<file path="src/rtl/cpu_intr_ctrl_if.sv">
// Interrupt controller bus: request lines, config port,
// retire-boundary inputs and redirect / status outputs.
interface cpu_intr_ctrl_if #(
  parameter int N_SRC = 4,
  parameter int XLEN  = 32
);
  localparam int AW = (N_SRC > 1) ? $clog2(N_SRC) : 1;

  logic [N_SRC-1:0] irq;
  logic             cfg_we;
  logic [2:0]       cfg_sel;
  logic [XLEN-1:0]  cfg_wdata;
  logic             cpu_retire;
  logic [XLEN-1:0]  cpu_pc;
  logic             cpu_iret;
  logic             take;
  logic [XLEN-1:0]  take_pc;
  logic [XLEN-1:0]  epc;
  logic             in_service;
  logic [AW-1:0]    active_id;
  logic [N_SRC-1:0] pending;

  modport master (
    output irq, cfg_we, cfg_sel, cfg_wdata,
    output cpu_retire, cpu_pc, cpu_iret,
    input  take, take_pc, epc, in_service,
    input  active_id, pending
  );

  modport slave (
    input  irq, cfg_we, cfg_sel, cfg_wdata,
    input  cpu_retire, cpu_pc, cpu_iret,
    output take, take_pc, epc, in_service,
    output active_id, pending
  );
endinterface

</file>
<file path="src/rtl/cpu_intr_ctrl.sv">
// Prioritised multi-source interrupt controller with per-source
// enable and level/edge mode, one-cycle redirect and iret restore.
module cpu_intr_ctrl #(
  parameter int              N_SRC     = 4,
  parameter int              XLEN      = 32,
  parameter logic [XLEN-1:0] VEC_RESET = 'h0000_0100
) (
  input logic           clk,
  input logic           rst_n,
  cpu_intr_ctrl_if.slave bus
);
  localparam int AW = (N_SRC > 1) ? $clog2(N_SRC) : 1;

  typedef enum logic [1:0] {
    IDLE,
    TAKE,
    SERV
  } st_t;

  st_t st, st_nx;

  logic [N_SRC-1:0] en_q, edge_q, irq_q, lat_q;
  logic [N_SRC-1:0] pend_v, req, w1c, clr, one;
  logic [XLEN-1:0]  base_q, tpc_q, epc_q;
  logic [AW-1:0]    id_q, win;
  logic             ie_q, pie_q, fire;
  logic             wr_en, wr_edge, wr_base, wr_ie, wr_w1c;

  assign wr_en   = bus.cfg_we && bus.cfg_sel == 3'd0;
  assign wr_edge = bus.cfg_we && bus.cfg_sel == 3'd1;
  assign wr_base = bus.cfg_we && bus.cfg_sel == 3'd2;
  assign wr_ie   = bus.cfg_we && bus.cfg_sel == 3'd3;
  assign wr_w1c  = bus.cfg_we && bus.cfg_sel == 3'd4;

  // Edges are latched for every source; only edge-mode ones show it.
  assign pend_v = (edge_q & lat_q) | (~edge_q & bus.irq);
  assign req    = pend_v & en_q;

  always_comb begin
    win = '0;
    for (int i = N_SRC - 1; i >= 0; i--)
      if (req[i]) win = AW'(i);
  end

  always_comb begin
    one      = '0;
    one[win] = 1'b1;
  end

  assign fire = (st == IDLE) && ie_q && (|req)
             && bus.cpu_retire && !bus.cpu_iret;

  assign w1c = wr_w1c ? bus.cfg_wdata[N_SRC-1:0] : '0;
  assign clr = w1c | ((fire && edge_q[win]) ? one : '0);

  always_ff @(posedge clk or negedge rst_n) begin
    if (!rst_n) st <= IDLE;
    else        st <= st_nx;
  end

  always_comb begin
    st_nx = st;
    unique case (st)
      IDLE:    if (fire) st_nx = TAKE;
      TAKE:    st_nx = SERV;
      SERV:    if (bus.cpu_iret) st_nx = IDLE;
      default: st_nx = IDLE;
    endcase
  end

  always_comb begin
    bus.take       = (st == TAKE);
    bus.take_pc    = (st == TAKE) ? tpc_q : '0;
    bus.in_service = (st != IDLE);
  end

  assign bus.epc       = epc_q;
  assign bus.active_id = id_q;
  assign bus.pending   = pend_v;

  always_ff @(posedge clk or negedge rst_n) begin
    if (!rst_n) begin
      en_q   <= '0;
      edge_q <= '0;
      irq_q  <= '0;
      lat_q  <= '0;
      base_q <= VEC_RESET;
      tpc_q  <= '0;
      epc_q  <= '0;
      id_q   <= '0;
      ie_q   <= 1'b0;
      pie_q  <= 1'b0;
    end else begin
      irq_q <= bus.irq;
      lat_q <= (lat_q & ~clr) | (bus.irq & ~irq_q);
      if (wr_en)   en_q   <= bus.cfg_wdata[N_SRC-1:0];
      if (wr_edge) edge_q <= bus.cfg_wdata[N_SRC-1:0];
      if (wr_base) base_q <= bus.cfg_wdata;
      // Taking the interrupt beats a same-cycle IE write.
      if (fire) begin
        epc_q <= bus.cpu_pc;
        id_q  <= win;
        tpc_q <= base_q + (XLEN'(win) << 2);
        pie_q <= ie_q;
        ie_q  <= 1'b0;
      end else if (st == SERV && bus.cpu_iret) begin
        ie_q <= pie_q;
      end else if (wr_ie) begin
        ie_q <= bus.cfg_wdata[0];
      end
    end
  end
endmodule

</file>
<file path="src/flat_wrapper.sv">
// flat-port wrapper written by rule: the top's interface ports become plain ports
module cpu_intr_ctrl_flat 
#(
  parameter int              N_SRC     = 4,
  parameter int              XLEN      = 32,
  parameter logic [XLEN-1:0] VEC_RESET = 'h0000_0100
)
  (clk, rst_n, bus_irq, bus_cfg_we, bus_cfg_sel, bus_cfg_wdata, bus_cpu_retire, bus_cpu_pc, bus_cpu_iret, bus_take, bus_take_pc, bus_epc, bus_in_service, bus_active_id, bus_pending);
  cpu_intr_ctrl_if #(.N_SRC(N_SRC), .XLEN(XLEN)) bus_i ();
  input logic clk;
  input logic rst_n;
  input wire logic [$bits(bus_i.irq)-1:0] bus_irq;
  input wire logic [$bits(bus_i.cfg_we)-1:0] bus_cfg_we;
  input wire logic [$bits(bus_i.cfg_sel)-1:0] bus_cfg_sel;
  input wire logic [$bits(bus_i.cfg_wdata)-1:0] bus_cfg_wdata;
  input wire logic [$bits(bus_i.cpu_retire)-1:0] bus_cpu_retire;
  input wire logic [$bits(bus_i.cpu_pc)-1:0] bus_cpu_pc;
  input wire logic [$bits(bus_i.cpu_iret)-1:0] bus_cpu_iret;
  output wire logic [$bits(bus_i.take)-1:0] bus_take;
  output wire logic [$bits(bus_i.take_pc)-1:0] bus_take_pc;
  output wire logic [$bits(bus_i.epc)-1:0] bus_epc;
  output wire logic [$bits(bus_i.in_service)-1:0] bus_in_service;
  output wire logic [$bits(bus_i.active_id)-1:0] bus_active_id;
  output wire logic [$bits(bus_i.pending)-1:0] bus_pending;
  assign bus_i.irq = bus_irq;
  assign bus_i.cfg_we = bus_cfg_we;
  assign bus_i.cfg_sel = bus_cfg_sel;
  assign bus_i.cfg_wdata = bus_cfg_wdata;
  assign bus_i.cpu_retire = bus_cpu_retire;
  assign bus_i.cpu_pc = bus_cpu_pc;
  assign bus_i.cpu_iret = bus_cpu_iret;
  assign bus_take = bus_i.take;
  assign bus_take_pc = bus_i.take_pc;
  assign bus_epc = bus_i.epc;
  assign bus_in_service = bus_i.in_service;
  assign bus_active_id = bus_i.active_id;
  assign bus_pending = bus_i.pending;
  cpu_intr_ctrl #(.N_SRC(N_SRC), .XLEN(XLEN), .VEC_RESET(VEC_RESET)) u_core (.clk(clk), .rst_n(rst_n), .bus(bus_i));
endmodule
</file>
<file path="config.mk">
export PLATFORM = sky130hd
export DESIGN_NAME = cpu_intr_ctrl_flat
export DESIGN_NICKNAME = d
export VERILOG_FILES = /design/src/rtl/cpu_intr_ctrl_if.sv /design/src/rtl/cpu_intr_ctrl.sv /design/src/flat_wrapper.sv
export SDC_FILE = /design/constraint.sdc
export NUM_CORES = 1
export LEC_CHECK = 0
export CAP_MARGIN = 0
export CORE_UTILIZATION = 43
export DETAILED_ROUTE_END_ITERATION = 8
export GPL_TIMING_DRIVEN = 0
export PLACE_DENSITY_LB_ADDON = 0.08
export SETUP_SLACK_MARGIN = 0.05
export SLEW_MARGIN = 25
export SYNTH_ARGS = -nofsm -noshare
export SYNTH_HDL_FRONTEND = slang
export SYNTH_SLANG_ARGS = --single-unit
</file>
<file path="constraint.sdc">
create_clock -name clk -period 2.7 [get_ports clk]
set_input_delay 0.54 -clock clk [delete_from_list [all_inputs] [get_ports clk]]
set_output_delay 0.54 -clock clk [all_outputs]
set_load 0.01 [all_outputs]
</file>
==> results by group, run 1 <==
Status
  • Status: completed

Min path
  • HP Class: input pin to async pin

Final layout
  • Layout cell share with drive strength beyond 1: about 25%
  • Commonest non-fill, non-tap cell in the layout: clkdlybuf4s50_1
  • Nets: 699
  • N_diodes: 0
  • Area Growth Syn to Fin: 49.23%
  • Commonest cells after routing, fill and taps aside: 143 x clkdlybuf4s50_1, 117 x dfrtp_1, 74 x mux2_2

Floorplanning
  • Die Wd: approximately 110 um
  • # IOs: 148
  • Row Count: 40
  • Die area: between 10000 and 15000 um^2
  • Core area: 12010 um^2
  • Starting density of the core: 44.14%
  • Die Ht: about 110 um

Setup path
  • CP arrival: ~2.9 ns
  • Class of the most critical setup path: input pin to flip-flop
  • Critical path's slowest cell: clkdlybuf4s50_1
  • Required @ worst endpoint: between 2 and 3 ns
  • Crit path capture type: flip-flop
  • Startpoint Class: input pin
  • Slowest stage delay, CP: around 0.43 ns
  • Crit Path Max Fanout: 3
  • Critical path cell sequence: clkdlybuf4s50_1 > mux2_2 > nand2_2 > a21boi_4 > ha_4 > fa_2 > and4_4 > and4_4 > nand3_1 > xor2_2 > a21oi_1
  • Top cell by count, worst path: and4_4

Drt
  • 1st-iter DRT viols: 172
  • Post-route ant nets: 0
  • Routed WL per cell: between 15 and 20 um
  • Vias/cell: 5.128
  • Total iterations of the first detailed-routing run: 4
  • Final WL: between 10000 and 15000 um
  • # DRC: 0
  • Via Count: 3995

STA
  • Minimum period implied by the final worst setup slack: roughly 2.6 ns
  • RSZ-0062 raised after global routing: false
  • Final Setup Violations: 0
  • Final hold viol count: 0
  • Fin crit share: 94.98%
  • Slew margin rel.: 35.48%
  • Worst-Margin Slew: roughly 0.95 ns
  • Final worst slack: between 0.1 and 0.15 ns
  • Clock Skew: around 0.009 ns
  • Max-slew violation count: 0
  • Fmax: slightly below 400 MHz

Clocking
  • H-tree depth: 4
  • Hold-fix buffers, CTS: 0
  • Clock Pin Slew Worst Setup and Hold Paths: 0.05 ns
  • Worst-skew pair later-pin latency: ~0.41 ns
  • Clock tree buffer depth: 2
  • Root buffer cell: clkbuf_16
  • TritonCTS clock tree: yes
  • TritonCTS Buffers: 17
  • # clock sinks: 118

Global route
  • Remaining Overflow, GRT: 0
  • First-pass GRT wire length: 20290 um
  • GR peak layer: met2
  • Initial antenna violation count: 0
  • Vias in the first global route: ~4200
  • Met2 Track Usage GR: 34.44%
  • Total GRT Usage: 20.67%
  • Global routing usage on met1: approximately a quarter
  • Met3 usage: 6.695%
  • Largest net degree at the start of global routing: 74

Pwr
  • Power per cell area: roughly 950 nW/um^2
  • Leak: roughly 3.3 nW
  • Clk pwr share: 32.7%
  • Pint: between 0.005 and 0.006 W
  • Worst vdd ir: about 0.63 mV
  • Seq pwr share: a little under two fifths
  • Tot Pwr: between 0.007 and 0.008 W
  • Comb power frac: roughly 29%
  • Switching Power: slightly above 0.002 W
  • Net Sw Frac: 27.34%

Logic synthesis
  • Post-synth top area share: 55.23%
  • Syn nets: 523
  • Post-synthesis register bit count: between 100 and 150
  • Yosys top cell by area: dfrtp_1
  • Yosys Warn Count: 0
  • Synth top area cells: dfrtp_1 55%, mux2_2 16%, and2_1 3.8%, xnor2_1 3.1%, a21oi_1 2.7%
  • Ys flop type: dfrtp_1
  • Synth Cell Area: between 5000 and 6000 um^2
  • Synth unique cells: 43
  • Post-synthesis sequential area ratio: between 50% and 60%
  • Syn_area_per_cell: 11.94 um^2
  • Ys async rst share: 100.0%
  • Synth Instances: between 400 and 500
  • Post-synth EDFFs: 0

Placement
  • PortBufs: ~150
  • Placer congestion estimate: slightly above 0.8
  • Setup slack at placement: -0.9154 ns
  • Detail Placement HPWL: around 8600 um

Flow run
  • Max capacitance violation total: 0
## flip-flops by register name, indices dropped and copies added, names as in the netlist
name	cells
u_core.tpc_q	32
u_core.edge_q	4
u_core.pie_q	1
u_core.irq_q	4
u_core.st	2
u_core.bus.epc	32
u_core.ie_q	1
u_core.lat_q	4
u_core.en_q	4
u_core.base_q	32
u_core.bus.active_id	2
## final timing paths
check | startpoint | to | slack (ns) | cells past startpoint
setup / recovery | bus_irq[1] | u_core.tpc_q[24] | 0.14 | 11
hold / removal | rst_n | u_core.edge_q[3] | 0.06 | 1
setup reg to reg | u_core.edge_q[2] | u_core.tpc_q[24] | 0.15 | 11
hold reg to reg | u_core.irq_q[0] | u_core.lat_q[0] | 0.41 | 1
max in group asynchronous | rst_n | u_core.tpc_q[23] | 1.93 | 2
min in group clk | bus_irq[3] | u_core.irq_q[3] | 0.32 | 1
## cell type report
cell class                 count  area (um^2)
sequential                   118         2954
timing repair buffer         156         1560
fill                         991         4100
clock inverter                10        175.2
buffer                        18        115.1
tap                          147        183.9
inverter                       8        30.03
clock buffer                  21        470.5
multi-input combinational    301         2422
## routing by layer
layer / vias to the layer above / wire length, um
li1: 1903 / -
met1: 1963 / 5436
met2: 115 / 6091
met3: 14 / 738
met4: 0 / 138
met5: - / 0
## power groups by stage
stage / clock network, W / registers [W] / logic [W]
after floorplan: 0 / 0.00290 / 0.000987
after global placement: 0 / 0.00283 / 0.00204
after detailed placement: 0 / 0.00286 / 0.00208
after CTS: 0.00249 / 0.00285 / 0.00219
after global routing: 0.00257 / 0.00295 / 0.00239
final: 0.00245 / 0.00285 / 0.00219
## kinds of logic after synthesis
| logic type | after synthesis | share of synthesized area (%) |
|---|---|---|
| adders and majority gates | 3 | 0.8496 |
| buffers and inverters | 26 | 2.667 |
| AOI/OAI and AO/OA | 44 | 4.839 |
| muxes | 78 | 16.54 |
| xor gates and xnor gates | 28 | 4.626 |
| DFF | 118 | 55.72 |
| and+or+nand+nor | 147 | 14.75 |
## synth_stat cells (2+ instances only)
| master | number |
|---|---|
| nor3_1 | 8 |
| and3_1 | 2 |
| a21oi_1 | 29 |
| nand3_1 | 12 |
| dfrtp_1 | 117 |
| mux2_2 | 77 |
| nor4_1 | 7 |
| nor2_1 | 36 |
| and4_1 | 6 |
| ha_1 | 2 |
| buf_2 | 5 |
| nand2_1 | 24 |
| nand4_1 | 7 |
| clkbuf_1 | 5 |
| xor2_1 | 9 |
| inv_1 | 8 |
| buf_6 | 2 |
| o21ai_0 | 7 |
| and2_1 | 32 |
| or2_2 | 2 |
| nor4bb_1 | 2 |
| xnor2_1 | 19 |
| buf_4 | 6 |
## stage by stage
step | hold slack (ns) | cell area, um^2 | instances | util (%) | setup TNS, ns
finish | 0.06242 | 7911 | 779 | 65.86 | 0
global route | 0.07978 | 7911 | 779 | 65.86 | 0
CTS | 0.06968 | 7839 | 775 | 65.26 | 0
detailed placement | 0.4082 | 6985 | 739 | 58.16 | -18.46
global placement | 0.4088 | 6957 | 738 | 57.92 | -424.37
floorplan | 0.2444 | 5301 | 444 | - | 0
## critical path, delay by kind of cell
kind | cells | cell delay [ns]
AOI/OAI and AO/OA | 2 | 0.16
buffers and inverters | 1 | 0.43
and+or+nand+nor | 4 | 0.69
adders and majority gates | 2 | 0.53
muxes | 1 | 0.29
xor gates and xnor gates | 1 | 0.19
## what timing repair did
item,CTS,global route
endpoints found under the setup margin,52,12
buffers inserted,4,4
pin swaps,7,10
resized for setup,41,7
gates cloned,1,0
Note: power is estimated with default switching activity, not from simulation.
==> run 2, diff against run 1 <==
CAP_MARGIN = 15   (was 0)
==> results of run 2 <==
No change in the layout: final DEF, timing and power equal those of run 1.
==> run 3, diff against run 2 <==
CORE_UTILIZATION = 40   (was 43)
==> results by group, run 3 (same netlist as run 1, synthesis figures left out) <==
Floorplanning
  • Die Ht: 117.1 um (+3.6%)
  • Die Wd: 117.1 um (+3.6%)
  • Row Count: 41 (+2.5%)
  • # IOs: 148 (unchanged)
  • Starting density of the core: 41.50% (-2.6 points)
  • Core area: 12770 um^2 (+6.3%)
  • Die area: 13720 um^2 (+7.4%)

Drt
  • 1st-iter DRT viols: 182 (+5.8%)
  • Total iterations of the first detailed-routing run: 4 (unchanged)
  • Final WL: 12780 um (+3.0%)
  • Routed WL per cell: 15.78 um (-0.91%)
  • Via Count: 4035 (+1.0%)
  • Post-route ant nets: 0 (unchanged)
  • Vias/cell: 4.981 (-2.9%)
  • # DRC: 0 (unchanged)

STA
  • Minimum period implied by the final worst setup slack: 2.588 ns (+0.02381 ns)
  • Fmax: 386.4 MHz (-0.92%)
  • Slew margin rel.: 33.54% (-1.9 points)
  • Worst-Margin Slew: 0.9834 ns (+0.02862 ns)
  • RSZ-0062 raised after global routing: true
  • Setup Total Neg Slack: 0 ns (unchanged)
  • Max-slew violation count: 0 (unchanged)
  • Fin crit share: 95.86% (+0.88 points)
  • Final hold viol count: 0 (unchanged)
  • Clock Skew: 0.01151 ns (+0.002545 ns)
  • Final worst slack: 0.1118 ns (-0.02382 ns)
  • Final Setup Violations: 0 (unchanged)

Setup path
  • Crit Path Max Fanout: 5 (+2)
  • Critical path's top delay family: simple AND/OR/NAND/NOR gates
  • Critical path's slowest cell: dfrtp_1
  • Crit path capture type: flip-flop
  • WP buf/inv: 1 (unchanged)
  • Top cell by count, worst path: nand3_4
  • Critical path cell sequence: mux2_4 > nand2_4 > nand3_4 > a21boi_4 > ha_4 > fa_2 > and4_4 > nand3_4 > buf_6 > nor4_4 > xnor2_1 > a21oi_1
  • CP arrival: 2.89 ns (+0.04 ns)
  • Required @ worst endpoint: 3.00 ns (about the same)
  • Slowest stage delay, CP: 0.40 ns (-0.03 ns)
  • Startpoint Class: flip-flop
  • Class of the most critical setup path: flip-flop to flip-flop

Final layout
  • Sequential Area: 2954 um^2 (unchanged)
  • Commonest non-fill, non-tap cell in the layout: clkdlybuf4s50_1
  • Fillers: 997 (+0.61%)
  • Final Non-Filler Cells: 810 (+4.0%)
  • Nets: 704 (+0.72%)
  • N_diodes: 0 (unchanged)
  • Commonest cells after routing, fill and taps aside: 143 x clkdlybuf4s50_1, 117 x dfrtp_1, 74 x mux2_2
  • Area Growth Syn to Fin: 51.19%
  • Layout cell share with drive strength beyond 1: 26.65% (+1.2 points)
  • Final Cell Area: 8015 um^2 (+1.3%)
  • Multi-input logic area: 2454 um^2 (+1.3%)

Placement
  • PortBufs: 147 (unchanged)
  • Setup slack at placement: -0.9823 ns (-0.06695 ns)
  • Post-Place Cell Area: 7017 um^2 (+0.45%)
  • Placer congestion estimate: 0.7968 (-2.4%)
  • Placed insts: 764 (+3.4%)
  • Detail Placement HPWL: 8766 um (+2.5%)

Global route
  • Total GRT Usage: 20.09% (-0.59 points)
  • Initial antenna violation count: 0 (unchanged)
  • Vias in the first global route: 4099 (-1.6%)
  • Remaining Overflow, GRT: 0 (unchanged)
  • First-pass GRT wire length: 20460 um (+0.85%)
  • Largest net degree at the start of global routing: 74 (unchanged)

Clocking
  • H-tree depth: 4 (unchanged)
  • Worst-skew pair later-pin latency: 0.42 ns (about the same)
  • Root buffer cell: clkbuf_16
  • Clock Pin Slew Worst Setup and Hold Paths: 0.05 ns (about the same)
  • TritonCTS Buffers: 17 (unchanged)
  • # clock sinks: 118 (unchanged)
  • TritonCTS clock tree: yes
  • Clock tree buffer depth: 2 (unchanged)
  • Hold-fix buffers, CTS: 0 (unchanged)

Pwr
  • Power per cell area: 929.5 nW/um^2 (-1.9%)
  • Leak: 3.342 nW (+1.5%)
  • Worst vdd ir: 0.4809 mV (-23%)

Status
  • Status: completed

Min path
  • HP Class: input pin to async pin

Flow run
  • Max capacitance violation total: 0 (unchanged)
## run 3: worst paths after layout
| kind | startpoint | to | slack (ns) | cells after the start |
|---|---|---|---|---|
| worst max-delay path | u_core.edge_q[2] | u_core.tpc_q[22] | 0.11 | 12 |
| worst min-delay path | rst_n | u_core.bus.epc[24] | 0.06 | 1 |
| worst max register to register | u_core.edge_q[2] | u_core.tpc_q[22] | 0.11 | 12 |
| worst min register to register | u_core.irq_q[3] | u_core.lat_q[3] | 0.44 | 1 |
| max in group asynchronous | rst_n | u_core.base_q[8] | 1.88 | 2 |
| min in group clk | bus_irq[3] | u_core.irq_q[3] | 0.31 | 1 |
## run 3: through the flow
step	total power, W	hold WS [ns]	utilization, %
final	0.007450	0.05993	62.75
after global routing	0.007880	0.09083	62.75
after CTS	0.007469	0.05661	61.82
after floorplan	0.003882	0.2444	-
after detailed placement	0.004954	0.4265	54.93
after global placement	0.004887	0.4151	54.71
## run 3: final cells by class
class,count,share of cell area (%)
Multi-Input combinational cell,301,30.61
Sequential cell,118,36.86
Buffer,18,1.467
Timing Repair Buffer,161,20.12
Clock buffer,19,5.651
Inverter,8,0.3746
Clock inverter,13,2.232
Tap cell,172,2.685
## run 3: layer usage
layer	wire length, um	part of all wire (%)	up-vias	GRT usage (%)
li1	-	-	1907	-
met1	5567	44	2021	25.01
met2	6479	51	94	33.73
met3	584	4.6	13	5.201
met4	148	1.2	0	7.426
met5	0	0	-	0
## run 3: timing repair
item	in CTS	in global routing
cloned	1	0
gates resized for setup	40	22
pin swaps	7	14
endpoints found under the setup margin	52	31
buffers inserted	9	4
## run 3: power breakdown
group	switching, W	internal [W]
registers	0.000428	0.00243
logic	0.000878	0.00133
clock network	0.000794	0.00158
